`src/rtl/fp_round_pipe_if.sv`:
```
// Valid/ready handshake and operand/result bundle for the mantissa rounding pipe.
// The slave modport is the rounding unit; the master modport is the surrounding datapath.
interface fp_round_pipe_if #(
  parameter int SIZE_MAN        = 32,
  parameter int SIZE_MAN_RESULT = 23,
  parameter int SIZE_EXP        = 8
);
  logic                       i_flush;
  logic                       i_valid;
  logic                       o_ready;
  logic                       i_sign;
  logic [SIZE_EXP-1:0]        i_exp;
  logic [SIZE_MAN-1:0]        i_man;
  logic [1:0]                 i_mode;
  logic                       o_valid;
  logic                       i_ready;
  logic                       o_sign;
  logic [SIZE_EXP-1:0]        o_exp;
  logic [SIZE_MAN_RESULT-1:0] o_man;
  logic                       o_inexact;
  logic                       o_overflow;

  modport slave (
    input  i_flush, i_valid, i_sign, i_exp, i_man, i_mode, i_ready,
    output o_ready, o_valid, o_sign, o_exp, o_man, o_inexact, o_overflow
  );

  modport master (
    output i_flush, i_valid, i_sign, i_exp, i_man, i_mode, i_ready,
    input  o_ready, o_valid, o_sign, o_exp, o_man, o_inexact, o_overflow
  );
endinterface

```
`src/rtl/fp_round_pipe.sv`:
```
// Two-stage mantissa rounding pipe: stage 1 decides the increment, stage 2 applies it
// and folds any carry-out into the exponent.
module fp_round_pipe #(
  parameter int SIZE_MAN        = 32,
  parameter int SIZE_MAN_RESULT = 23,
  parameter int SIZE_EXP        = 8
) (
  input logic           i_clk,
  input logic           i_rst,
  fp_round_pipe_if.slave bus
);
  localparam int LOW = SIZE_MAN - SIZE_MAN_RESULT;

  logic                       s1_valid, s1_sign, s1_inc, s1_inexact;
  logic [SIZE_EXP-1:0]        s1_exp;
  logic [SIZE_MAN_RESULT-1:0] s1_t;

  logic                       s2_valid, s2_sign, s2_inexact, s2_overflow;
  logic [SIZE_EXP-1:0]        s2_exp;
  logic [SIZE_MAN_RESULT-1:0] s2_man;

  logic s1_adv, s2_adv;

  logic [SIZE_MAN_RESULT-1:0] in_t;
  logic                       in_g, in_r, in_s, in_any, in_special, in_inc, in_inexact;

  logic [SIZE_MAN_RESULT:0]   sum;
  logic [SIZE_EXP-1:0]        exp_inc, nx_exp;
  logic [SIZE_MAN_RESULT-1:0] nx_man;
  logic                       nx_overflow;

  assign s2_adv      = ~s2_valid | bus.i_ready;
  assign s1_adv      = ~s1_valid | s2_adv;
  assign bus.o_ready = s1_adv;

  always_comb begin
    in_t       = bus.i_man[SIZE_MAN-1 -: SIZE_MAN_RESULT];
    in_g       = bus.i_man[LOW-1];
    in_r       = bus.i_man[LOW-2];
    in_s       = |bus.i_man[LOW-3:0];
    in_any     = in_g | in_r | in_s;
    in_special = &bus.i_exp;
    in_inc     = 1'b0;
    case (bus.i_mode)
      2'd0:    in_inc = in_g & (in_r | in_s | in_t[0]);
      2'd1:    in_inc = 1'b0;
      2'd2:    in_inc = ~bus.i_sign & in_any;
      default: in_inc = bus.i_sign & in_any;
    endcase
    in_inexact = in_any;
    // Inf/NaN operands must pass through bit-exact.
    if (in_special) begin
      in_inc     = 1'b0;
      in_inexact = 1'b0;
    end
  end

  always_comb begin
    sum         = {1'b0, s1_t} + {{SIZE_MAN_RESULT{1'b0}}, s1_inc};
    exp_inc     = s1_exp + {{(SIZE_EXP-1){1'b0}}, 1'b1};
    nx_man      = sum[SIZE_MAN_RESULT-1:0];
    nx_exp      = s1_exp;
    nx_overflow = 1'b0;
    // Carry-out leaves the fraction at zero; reaching all-ones exponent is infinity.
    if (sum[SIZE_MAN_RESULT]) begin
      nx_man      = '0;
      nx_exp      = exp_inc;
      nx_overflow = (exp_inc == {SIZE_EXP{1'b1}});
    end
  end

  always_ff @(posedge i_clk or posedge i_rst) begin
    if (i_rst) begin
      s1_valid    <= 1'b0;
      s1_sign     <= 1'b0;
      s1_exp      <= '0;
      s1_t        <= '0;
      s1_inc      <= 1'b0;
      s1_inexact  <= 1'b0;
      s2_valid    <= 1'b0;
      s2_sign     <= 1'b0;
      s2_exp      <= '0;
      s2_man      <= '0;
      s2_inexact  <= 1'b0;
      s2_overflow <= 1'b0;
    end else if (bus.i_flush) begin
      s1_valid <= 1'b0;
      s2_valid <= 1'b0;
    end else begin
      if (s1_adv) s1_valid <= bus.i_valid;
      if (s1_adv && bus.i_valid) begin
        s1_sign    <= bus.i_sign;
        s1_exp     <= bus.i_exp;
        s1_t       <= in_t;
        s1_inc     <= in_inc;
        s1_inexact <= in_inexact;
      end
      if (s2_adv) s2_valid <= s1_valid;
      if (s2_adv && s1_valid) begin
        s2_sign     <= s1_sign;
        s2_exp      <= nx_exp;
        s2_man      <= nx_man;
        s2_inexact  <= s1_inexact;
        s2_overflow <= nx_overflow;
      end
    end
  end

  assign bus.o_valid    = s2_valid;
  assign bus.o_sign     = s2_sign;
  assign bus.o_exp      = s2_exp;
  assign bus.o_man      = s2_man;
  assign bus.o_inexact  = s2_inexact;
  assign bus.o_overflow = s2_overflow;
endmodule
```
`src/flat_wrapper.sv`:
```
// flat-port wrapper written by rule: the top's interface ports become plain ports
module fp_round_pipe_flat 
#(
  parameter int SIZE_MAN        = 32,
  parameter int SIZE_MAN_RESULT = 23,
  parameter int SIZE_EXP        = 8
)
  (i_clk, i_rst, bus_i_flush, bus_i_valid, bus_i_sign, bus_i_exp, bus_i_man, bus_i_mode, bus_i_ready, bus_o_ready, bus_o_valid, bus_o_sign, bus_o_exp, bus_o_man, bus_o_inexact, bus_o_overflow);
  fp_round_pipe_if #(.SIZE_MAN(SIZE_MAN), .SIZE_MAN_RESULT(SIZE_MAN_RESULT), .SIZE_EXP(SIZE_EXP)) bus_i ();
  input logic i_clk;
  input logic i_rst;
  input wire logic [$bits(bus_i.i_flush)-1:0] bus_i_flush;
  input wire logic [$bits(bus_i.i_valid)-1:0] bus_i_valid;
  input wire logic [$bits(bus_i.i_sign)-1:0] bus_i_sign;
  input wire logic [$bits(bus_i.i_exp)-1:0] bus_i_exp;
  input wire logic [$bits(bus_i.i_man)-1:0] bus_i_man;
  input wire logic [$bits(bus_i.i_mode)-1:0] bus_i_mode;
  input wire logic [$bits(bus_i.i_ready)-1:0] bus_i_ready;
  output wire logic [$bits(bus_i.o_ready)-1:0] bus_o_ready;
  output wire logic [$bits(bus_i.o_valid)-1:0] bus_o_valid;
  output wire logic [$bits(bus_i.o_sign)-1:0] bus_o_sign;
  output wire logic [$bits(bus_i.o_exp)-1:0] bus_o_exp;
  output wire logic [$bits(bus_i.o_man)-1:0] bus_o_man;
  output wire logic [$bits(bus_i.o_inexact)-1:0] bus_o_inexact;
  output wire logic [$bits(bus_i.o_overflow)-1:0] bus_o_overflow;
  assign bus_i.i_flush = bus_i_flush;
  assign bus_i.i_valid = bus_i_valid;
  assign bus_i.i_sign = bus_i_sign;
  assign bus_i.i_exp = bus_i_exp;
  assign bus_i.i_man = bus_i_man;
  assign bus_i.i_mode = bus_i_mode;
  assign bus_i.i_ready = bus_i_ready;
  assign bus_o_ready = bus_i.o_ready;
  assign bus_o_valid = bus_i.o_valid;
  assign bus_o_sign = bus_i.o_sign;
  assign bus_o_exp = bus_i.o_exp;
  assign bus_o_man = bus_i.o_man;
  assign bus_o_inexact = bus_i.o_inexact;
  assign bus_o_overflow = bus_i.o_overflow;
  fp_round_pipe #(.SIZE_MAN(SIZE_MAN), .SIZE_MAN_RESULT(SIZE_MAN_RESULT), .SIZE_EXP(SIZE_EXP)) u_core (.i_clk(i_clk), .i_rst(i_rst), .bus(bus_i));
endmodule
```
`config.mk`:
```
export PLATFORM = sky130hd
export DESIGN_NAME = fp_round_pipe_flat
export DESIGN_NICKNAME = d
export VERILOG_FILES = /design/src/rtl/fp_round_pipe_if.sv /design/src/rtl/fp_round_pipe.sv /design/src/flat_wrapper.sv
export SDC_FILE = /design/constraint.sdc
export NUM_CORES = 1
export LEC_CHECK = 0
export BUFFER_PORTS_ARGS = -buffer_cell sky130_fd_sc_hd__buf_2
export CAP_MARGIN = 30
export CORE_ASPECT_RATIO = 1.25
export CORE_MARGIN = 2
export CORE_UTILIZATION = 50
export CTS_CLUSTER_SIZE = 12
export DETAILED_ROUTE_END_ITERATION = 7
export GPL_ROUTABILITY_DRIVEN = 0
export PLACE_DENSITY = 0.81
export SLEW_MARGIN = 20
export SYNTH_ARGS = -nofsm -noshare
export SYNTH_HDL_FRONTEND = slang
export SYNTH_SLANG_ARGS = --single-unit
```
`constraint.sdc`:
```
create_clock -name i_clk -period 5.41 [get_ports i_clk]
set_input_delay 1.082 -clock i_clk [delete_from_list [all_inputs] [get_ports i_clk]]
set_output_delay 1.082 -clock i_clk [all_outputs]
set_load 0.1 [all_outputs]
```
# Word level (Yosys, flattened, before mapping)
# Cells that the tools add are included.
[word_totals] reg_bits=70 inputBits=48 out_inout_bits=36 elab_cells=49
[classes] add_sub_neg=2 n_eq_ne=3 n_mux=10 bitwise_logic=13 n_reduce_logical=9
[ops] op="23-bit by 1-bit adder with 24-bit output" n=1
[ops] op="23-bit two-way mux" n=1
[ops] op="8-bit by 1-bit adder with 8-bit output, second input constant" n=1
[ops] op="8-bit equality test, second input constant" n=1
[ops] op="8-bit two-way mux" n=1
[ops] op="8-bit AND reduction" n=1
[ops] op="1-bit two-way mux" n=7
[ops] op="7-bit OR reduction" n=1
[ops] op="1-bit bitwise OR" n=6
[ops] op="1-bit inverter" n=4
[ops] op="2-bit AND reduction" n=2
[ops] op="2-bit nonzero test" n=2
[ops] op="1-bit AND" n=3
[ops] op="1-bit case mux with 3 select lines" n=1
[ops] op="2-bit by 1-bit equality test with 1-bit output, second input constant" n=1
[ops] op="2-bit equality test, second input constant" n=1
[ops] op="1-bit logical AND" n=2
[ops] op="2-bit logical NOT" n=1

# Depth between registers and ports, before layout
# Gate-level depths: netlist of the first run.
[depth] word_depth=6 ltp_mapped=7 ltp_nobuf=6

# Least setup slack after synthesis of the first run
# Ideal clock, no wire load.
[synth_path] kind="input to output" startpoint="in bus_i_ready" endpoint="out bus_o_ready" arrival_ps=2107 required_time_ps=4328 slack_ps=2221 cell_stages=3 path_buffers=1 path_cell_list="nor2b_1 clkbuf_1 nand2_1"
[synth_via] elab_chain_len=2
[synth_lines] element="start, declared" line_no="flat_wrapper.sv:18" source="input wire logic [$bits(bus_i.i_ready)-1:0] bus_i_ready;"
[synth_lines] element="1-bit bitwise OR" line_no="fp_round_pipe.sv:32" source="assign s2_adv = ~s2_valid | bus.i_ready;"
[synth_lines] element="1-bit bitwise OR" line_no="fp_round_pipe.sv:33" source="assign s1_adv = ~s1_valid | s2_adv;"
[synth_lines] element="end, declared" line_no="flat_wrapper.sv:19" source="output wire logic [$bits(bus_i.o_ready)-1:0] bus_o_ready;"
# Every way passes these cells.

# Final worst setup path of the first run
# Ends and elaborated chain as after synthesis.

==> results of run 1 <==
-- cell families after synthesis --
logic type / after synthesis
xor+xnor: 16
flops: 70
compound gates: 63
fa+ha+maj: 4
mux: 32
simple gates: 125
buf+inv: 29
-- metrics by stage --
step | utilization | cell area (µm²)
detailed placement | 0.579 | 3990
floorplan | - | 3520
finish | 0.605 | 4170
global placement | 0.577 | 3970
CTS | 0.605 | 4170
global route | 0.605 | 4170
-- synthesized netlist by cell type, drive strengths merged --
library cell and number:
a211o 2, a21o 1, a21oi 5, a22o 1, a311o 1, a31oi 12
and3 3, and4 4, buf 12, clkbuf 10, dfrtp 70, ha 4
inv 7, mux2 32, nand2 40, nand2b 1, nand3 13, nand4 12
nand4bb 1, nor2 20, nor2b 1, nor3 3, nor3b 1, nor4 7
nor4bb 1, o211ai 2, o21ai 17, o21bai 3, o311ai 1, o31ai 15
o41a 2, o41ai 1, or2 3, or3 6, or4 8, or4b 1
xnor2 11, xor2 5
-- final timing paths --
kind,endpoint,slack (ns)
max in group asynchronous,u_core.bus.o_man[1],3.86
worst min-delay path,u_core.bus.o_sign,0.47
worst min register to register,u_core.bus.o_sign,0.47
worst max-delay path,bus_o_ready,2.10
min in group asynchronous,u_core.s1_t[17],0.98
worst max register to register,u_core.s1_t[5],2.83
-- cell type report --
class / instances / area, µm²
sequential: 70 / 1750
tap: 90 / 113
inverter: 7 / 26.3
fill: 604 / 2720
clock inverter: 5 / 50.0
timing repair buffer: 87 / 453
clock buffer: 11 / 131
multi-input combinational: 240 / 1650
-- per-layer routing --
metal  part of all wire  vias up
met4              0.035        0
met1               0.39     1451
li1                   -     1394
met3              0.055       24
met5                  0        -
met2               0.52      100
-- registers in the layout, indices dropped and copies added (netlist names) --
name,count
u_core.s1_exp,8
u_core.s1_sign,1
u_core.s1_inc,1
u_core.bus.o_sign,1
u_core.bus.o_inexact,1
u_core.bus.o_exp,8
u_core.bus.o_overflow,1
u_core.s1_valid,1
u_core.bus.o_man,23
u_core.bus.o_valid,1
u_core.s1_inexact,1
u_core.s1_t,23
-- critical path: cells and delay by family --
kind          cells  cell delay, ns
buf+inv           2            0.42
simple gates      2            0.73
-- report_power, final --
| group | switching (µW) | total (µW) | internal [µW] |
|---|---|---|---|
| Sequential | 94.1 | 714 | 619 |
| Combinational | 557 | 700 | 143 |
| Clock | 194 | 404 | 210 |
| Total | 845 | 1820 | 973 |
==> impl_metrics.toml, run 1 <==
[finish]
area.growth.synth_to_final_pct = 18.4
layout_commonest_cell = "buf_2"
nets = 467
instances_no_fill = 510
antenna_cells = 0
final_cell_mix = "buf_2, dfrtp_1, nand2_1"
drive_gt1_frac = 0.331

[clock_network]
cts_sinks = 70
root_buffer = "clkbuf_8"
cts_tree = "built"
clk_pin_slew_ns = 0.07
clkLatencyLatePin_ns = 0.35
cts-resized-gates = 0
hold_buffers = 0
postCtsSetupRepairBufs = 0
cts_buffers = 9
h-tree-depth = 3
clockBufferDepth = 2

[die]
io_pins = 84
die_w_um = 79.1
die_area_mm2 = 0.00774
coreArea_mm2 = 0.00689
row_count = 34
start_util = 0.511
fp.dieH_um = 97.8

[power_and_ir_drop]
p_per_area_mw_per_mm2 = 436
p_leak_uw = 0.00183
ir_worst_vdd_v = 0.000218
total_power_uw = 1820

[worst_setup_path]
path_max_fanout = 12
critPathMaxStageDelay_ns = 0.57
cp_cell_sequence = "buf_2 -> nor2b_1 -> nand2_1 -> buf_2"
crit_type = "in -> out"
critPathSlowestCell = "nor2b_1"
startpoint_type = "input pin"
required_ns = 4.33
reg2reg_from = "u_core.bus.o_valid"
crit_top_cell = "buf_2"
worstSetupEndpointType = "primary output"
cp_data_arrival_time_ns = 2.23
worstRegToRegCells = 4
startpoint = "bus_i_ready"

[synthesis]
synth_top_area_frac = 0.497
synthTopCellsByArea = "dfrtp_1, mux2_2, nand2_1"
ys_warn_count = 0
synth_xor_area_frac = 0.0398
synth-simple-area-share = 0.192
netlist_instances = 339
synth.distinct_cells = 44
synth_nets = 391
ys_ff_latch = 70
yosys.area.top_type = "dfrtp_1"
synth_compound_area_frac = 0.119
seq_area_frac_synth = 0.497
synth_area_mm2 = 0.00352
synth-adder-area-share = 0.0142
synthMuxAreaShare = 0.102
synth_top_family_by_area = "simple AND/OR/NAND/NOR gates"
syn_avg_cell_area_um2 = 10.4

[grt]
grt_pass1_wl_mm = 13.4
grt_max_degree = 71
antenna_found_initial = 0
grt_pass1_vias = 2942
gr-usage-met2 = 0.357
met3_usage = 0.0481
grt_util_all_layers = 0.219
overflow = 0
met1_usage = 0.264
grt-busiest-layer = "met2"

[drt]
drt-initial-drc-count = 243
drc = 0
routedWlPerCell_um = 15.9
ant_nets = 0
drt-pass1-iter-count = 4
vias = 2969
viasPerCell = 5.82
finalWirelength_mm = 8.09

[timing]
setup_tns_ns = 0
holdWs_ns = 0.466
drv_slew = 0
clock_skew_ns = 0.00920
tightest_slew_ns = 0.874
setup_viol = 0
hold_viol = 0
post-route-min-period_ns = 3.31
fin_ws_ns = 2.10
fmax_mhz = 302
rsz0062_at_grt = "no"
fin_crit_sh = 0.612
maxSlewHeadroom = 0.417

[placement]
place_ws_ns = 2.01
dp_hpwl_mm = 5.91
dpl.cell_count = 494
portBuffers = 83

[worst_hold_path]
hold_depth = 2
hp-start = "u_core.s1_sign"
holdCritPathClass = "reg -> reg"

[outcome]
status = "complete, no violations"

[flow_run]
drv_cap = 0
No activity file was read; power rests on OpenSTA's default activity.
==> run 2: changes to the inputs <==
==> constraint.sdc (replaced) <==
create_clock -name i_clk -period 3.2 [get_ports i_clk]
set_input_delay 0.64 -clock i_clk [delete_from_list [all_inputs] [get_ports i_clk]]
set_output_delay 0.64 -clock i_clk [all_outputs]
set_load 0.1 [all_outputs]
==> run 2 against run 1 <==
  * Register-to-register slack worse by 1.7 ns
  * Clock skew rose by 0.0063 ns
  * Global-route usage is 0.50 points lower
  * Utilization grew 1.2 points
  * Design area increased by 2.0%
  * Cell count grew 0.59%
  * Via count fell by 2.4%
  * Critical path depth unchanged
  * Flip-flop and latch count unchanged
  * Hold slack got worse by 0.26 ns
  * Combinational power rose by 70%
  * Critical endpoint unchanged
==> impl_metrics.toml, run 2 (synthesis gave the netlist of run 1 again) <==
[grt]
overflow = 0
grt_max_degree = 42
antenna_found_initial = 0
grt_util_all_layers = 0.214
grt_pass1_wl_mm = 12.9
grt_pass1_vias = 2811

[worst_setup_path]
reg2reg_from = "u_core.s1_t[0]"
path_max_fanout = 12
crit_type = "in -> out"
startpoint_type = "input pin"
r2r_slack_ns = 1.11
worstSetupEndpointType = "primary output"
worstRegToRegCells = 6
startpoint = "bus_i_ready"
cp_data_arrival_time_ns = 1.72
r2r-end = "u_core.bus.o_man[20]"
required_ns = 2.56

[placement]
portBuffers = 83
dp_hpwl_mm = 5.71
dpl.cell_count = 496

[timing]
tightest_slew_ns = 0.679
setup_viol = 0
fmax_mhz = 423
maxSlewHeadroom = 0.546
setup_tns_ns = 0
post-route-min-period_ns = 2.36
fin_crit_sh = 0.739
hold_viol = 0
clock_skew_ns = 0.0155
rsz0062_at_grt = "no"
drv_slew = 0

[finish]
drive_gt1_frac = 0.340
antenna_cells = 0
nets = 470
n_fill_cell = 584
final_cell_mix = "buf_2, dfrtp_1, nand2_1"
instances_no_fill = 513
area.growth.synth_to_final_pct = 20.7
multi_input_area_mm2 = 0.00165
seqCellArea_mm2 = 0.00175
utilization = 0.617
layout_commonest_cell = "buf_2"

[drt]
routedWlPerCell_um = 15.5
ant_nets = 0
drt-pass1-iter-count = 6
drc = 0
viasPerCell = 5.65
finalWirelength_mm = 7.93
drt-initial-drc-count = 221
vias = 2898

[power_and_ir_drop]
p_seq_frac = 0.376
p_per_area_mw_per_mm2 = 751
clkPwrFrac = 0.251
ir_worst_vdd_v = 0.000366
p_comb_frac = 0.372
p_leak_uw = 0.00187
swShare = 0.452
switching_power_uw = 1440
internal-power_uw = 1750

[clock_network]
h-tree-depth = 3
clockBufferDepth = 2
cts_tree = "built"
hold_buffers = 0
cts_sinks = 70
cts_buffers = 9
cts-resized-gates = 0
root_buffer = "clkbuf_8"
postCtsSetupRepairBufs = 0
clkLatencyLatePin_ns = 0.36
clk_pin_slew_ns = 0.08

[die]
coreArea_mm2 = 0.00689
start_util = 0.511
die_w_um = 79.1
fp.dieH_um = 97.8
io_pins = 84
row_count = 34
die_area_mm2 = 0.00774

[flow_run]
drv_cap = 0

[worst_hold_path]
holdCritPathClass = "in -> async"

[outcome]
status = "complete, no violations"
[run 2: changes by cell type in the layout (fill, tap and decap cells not counted)]
| cell | change |
|---|---|
| buf_12 | +2 |
| buf_4 | +2 |
| clkbuf_1 | -2 |
| clkinv_2 | -2 |
| clkinvlp_4 | +2 |
| buf_8 | -1 |
| bufinv_16 | +1 |
| clkbuf_8 | +1 |
[run 2: how the worst max path moves through the flow]
stage	endpoint	slack [ns]	cells past startpoint
after floorplan	bus_o_ready	0.52	3
after global placement	u_core.s1_t[11]	0.83	5
after detailed placement	u_core.s1_exp[7]	0.78	5
after CTS	bus_o_ready	0.83	4
after global routing	bus_o_ready	0.72	4
final	bus_o_ready	0.84	4
[run 2: layout make-up]
| cell class | instances | share of cell area |
|---|---|---|
| clock buffer | 10 | 0.0324 |
| clock inverter | 6 | 0.0200 |
| inverter | 7 | 0.00618 |
| multi-input combinational | 240 | 0.387 |
| sequential | 70 | 0.412 |
| tap | 90 | 0.0265 |
| timing repair buffer | 90 | 0.116 |
[run 2: layer usage]
metal,GRT usage,share of wire
met1,0.266,0.42
met2,0.348,0.50
met3,0.0351,0.041
met4,0.129,0.039
met5,0,0
[run 2: power groups by stage]
stage	clock, µW	sequential, µW	combinational [µW]
floorplan	0	1890	288
global placement	0	1200	1170
detailed placement	0	1210	1190
CTS	809	1200	1190
global route	845	1220	1250
finish	803	1200	1190
[run 2: metrics by stage]
stage	setup WS, ns	instance area, µm²	total power, µW	hold slack (ns)
final	0.836	4250	3190	0.210
after global routing	0.724	4250	3320	0.229
after CTS	0.832	4230	3200	0.470
after detailed placement	0.785	4010	2400	0.463
after global placement	0.835	4010	2380	0.452
after floorplan	0.516	3520	2170	0.433
[run 2: critical path, stage by stage]
cell     delay, ns
buf_2         0.09
nor2b_1       0.53
nand2_1       0.14
buf_2         0.32
==> run 3: changes to the inputs <==
==> constraint.sdc (replaced) <==
create_clock -name i_clk -period 2.3 [get_ports i_clk]
set_input_delay 0.46 -clock i_clk [delete_from_list [all_inputs] [get_ports i_clk]]
set_output_delay 0.46 -clock i_clk [all_outputs]
set_load 0.1 [all_outputs]
==> run 3 against run 2 <==
  * Flip-flop and latch count is the same
  * Highest routed layer unchanged
  * Clock skew down 0.0051 ns
  * Design area shrank 0.50%
  * Hold slack lost 0.12 ns
  * Largest power group unchanged
==> impl_metrics.toml, run 3 (synthesis gave the netlist of run 1 again) <==
[placement]
dp_hpwl_mm = 5.74
portBuffers = 83

[power_and_ir_drop]
p_seq_frac = 0.392
total_power_uw = 4280
clkPwrFrac = 0.222
p_leak_uw = 0.00186
ir_worst_vdd_v = 0.000518
switching_power_uw = 1950
internal-power_uw = 2330
p_per_area_mw_per_mm2 = 1010
swShare = 0.455
p_comb_frac = 0.387

[clock_network]
cts_tree = "built"
hold_buffers = 0
clkLatencyLatePin_ns = 0.34
cts-resized-gates = 0
root_buffer = "clkbuf_8"
clockBufferDepth = 2
clk_pin_slew_ns = 0.07
cts_buffers = 9
cts_sinks = 70
h-tree-depth = 3
postCtsSetupRepairBufs = 0

[grt]
antenna_found_initial = 0
grt_util_all_layers = 0.223
grt_pass1_wl_mm = 13.6
grt_max_degree = 56
overflow = 0
grt_pass1_vias = 2804

[worst_setup_path]
critPathMaxStageDelay_ns = 0.41
cp_cell_sequence = "ha_1 -> ha_1 -> nand3_1 -> or2_2 -> o41a_1 -> a21oi_1"
crit_family = "simple AND/OR/NAND/NOR gates"
worstSetupEndpointType = "flop"
cp_data_arrival_time_ns = 2.30
crit_top_cell = "ha_1"
startpoint_type = "flop"
r2r_slack_ns = 0.26
required_ns = 2.56
reg2reg_from = "u_core.s1_t[0]"
r2r-end = "u_core.bus.o_man[20]"
worstRegToRegCells = 6
crit_type = "reg -> reg"
critPathSlowestCell = "or2_2"
critical_path_buf_inv_count = 0
path_max_fanout = 7

[drt]
drc = 0
finalWirelength_mm = 7.95
ant_nets = 0
vias = 2920
routedWlPerCell_um = 15.6
viasPerCell = 5.73
drt-pass1-iter-count = 6
drt-initial-drc-count = 185

[timing]
fin_crit_sh = 0.885
rsz0062_at_grt = "no"
clock_skew_ns = 0.0104
tightest_slew_ns = 0.617
post-route-min-period_ns = 2.04
maxSlewHeadroom = 0.587
drv_slew = 0
setup_viol = 0
hold_viol = 0
fmax_mhz = 491

[die]
die_area_mm2 = 0.00774
start_util = 0.511
die_w_um = 79.1
fp.dieH_um = 97.8
coreArea_mm2 = 0.00689
row_count = 34
io_pins = 84

[worst_hold_path]
holdCritPathClass = "in -> async"

[finish]
area.growth.synth_to_final_pct = 20.1
final_cell_mix = "buf_2, dfrtp_1, nand2_1"
utilization = 0.614
antenna_cells = 0
drive_gt1_frac = 0.340
nets = 469
layout_commonest_cell = "buf_2"
n_fill_cell = 579

[flow_run]
drv_cap = 0

[outcome]
status = "complete, no violations"
run 3: worst max-delay path by stage:
stage	from	endpoint	slack, ns	cells after the start
3_5_place_dp	bus_i_flush	u_core.bus.o_man[14]	0.18	5
6_report	u_core.s1_t[0]	u_core.bus.o_man[20]	0.26	6
4_1_cts	u_core.bus.o_valid	bus_o_ready	0.09	3
5_1_grt	u_core.s1_t[3]	u_core.bus.o_man[16]	0.1	4
2_1_floorplan	i_rst	u_core.bus.o_valid	-0.08	1
3_3_place_gp	bus_i_flush	u_core.bus.o_man[16]	0.25	5
run 3: layout make-up:
cell class / instances / area (µm²) / area share
Sequential cell: 70 / 1750 / 0.414
Multi-Input combinational cell: 240 / 1650 / 0.390
Timing Repair Buffer: 89 / 498 / 0.118
Clock buffer: 14 / 193 / 0.0455
Tap cell: 90 / 113 / 0.0266
Inverter: 7 / 26.3 / 0.00621
run 3: layer usage:
layer / global-route usage / up-vias / part of all wire
li1: - / 1405 / -
met5: 0 / - / 0
met4: 0.113 / 0 / 0.029
met3: 0.0434 / 20 / 0.048
met1: 0.284 / 1400 / 0.41
met2: 0.362 / 95 / 0.51
run 3: worst register-to-register path, delay by kind of cell, from the launching register on:
| kind | cells | cell delay, ns |
|---|---|---|
| AO/OA/AOI/OAI | 2 | 0.50 |
| adder cells (fa/ha/maj) | 2 | 0.47 |
| flip-flops | 1 | 0.35 |
| AND/OR/NAND/NOR | 2 | 0.65 |
run 3: metrics by stage:
stage	instance area, µm²	instances	setup slack [ns]	hold WS (ns)	TNS (ns)
detailed placement	4040	496	0.175	0.456	0
CTS	4230	510	0.0886	0.0878	0
global route	4230	510	0.0989	0.111	0
finish	4230	510	0.265	0.0863	0
global placement	4040	496	0.246	0.451	0
floorplan	3520	339	-0.0844	0.433	-0.0844
run 3: power groups by stage:
stage	clock (µW)	sequential (µW)	combinational, µW
after global placement	0	1680	1640
after global routing	1020	1710	1740
final	949	1680	1650
after CTS	967	1670	1660
after floorplan	0	2620	401
after detailed placement	0	1690	1660
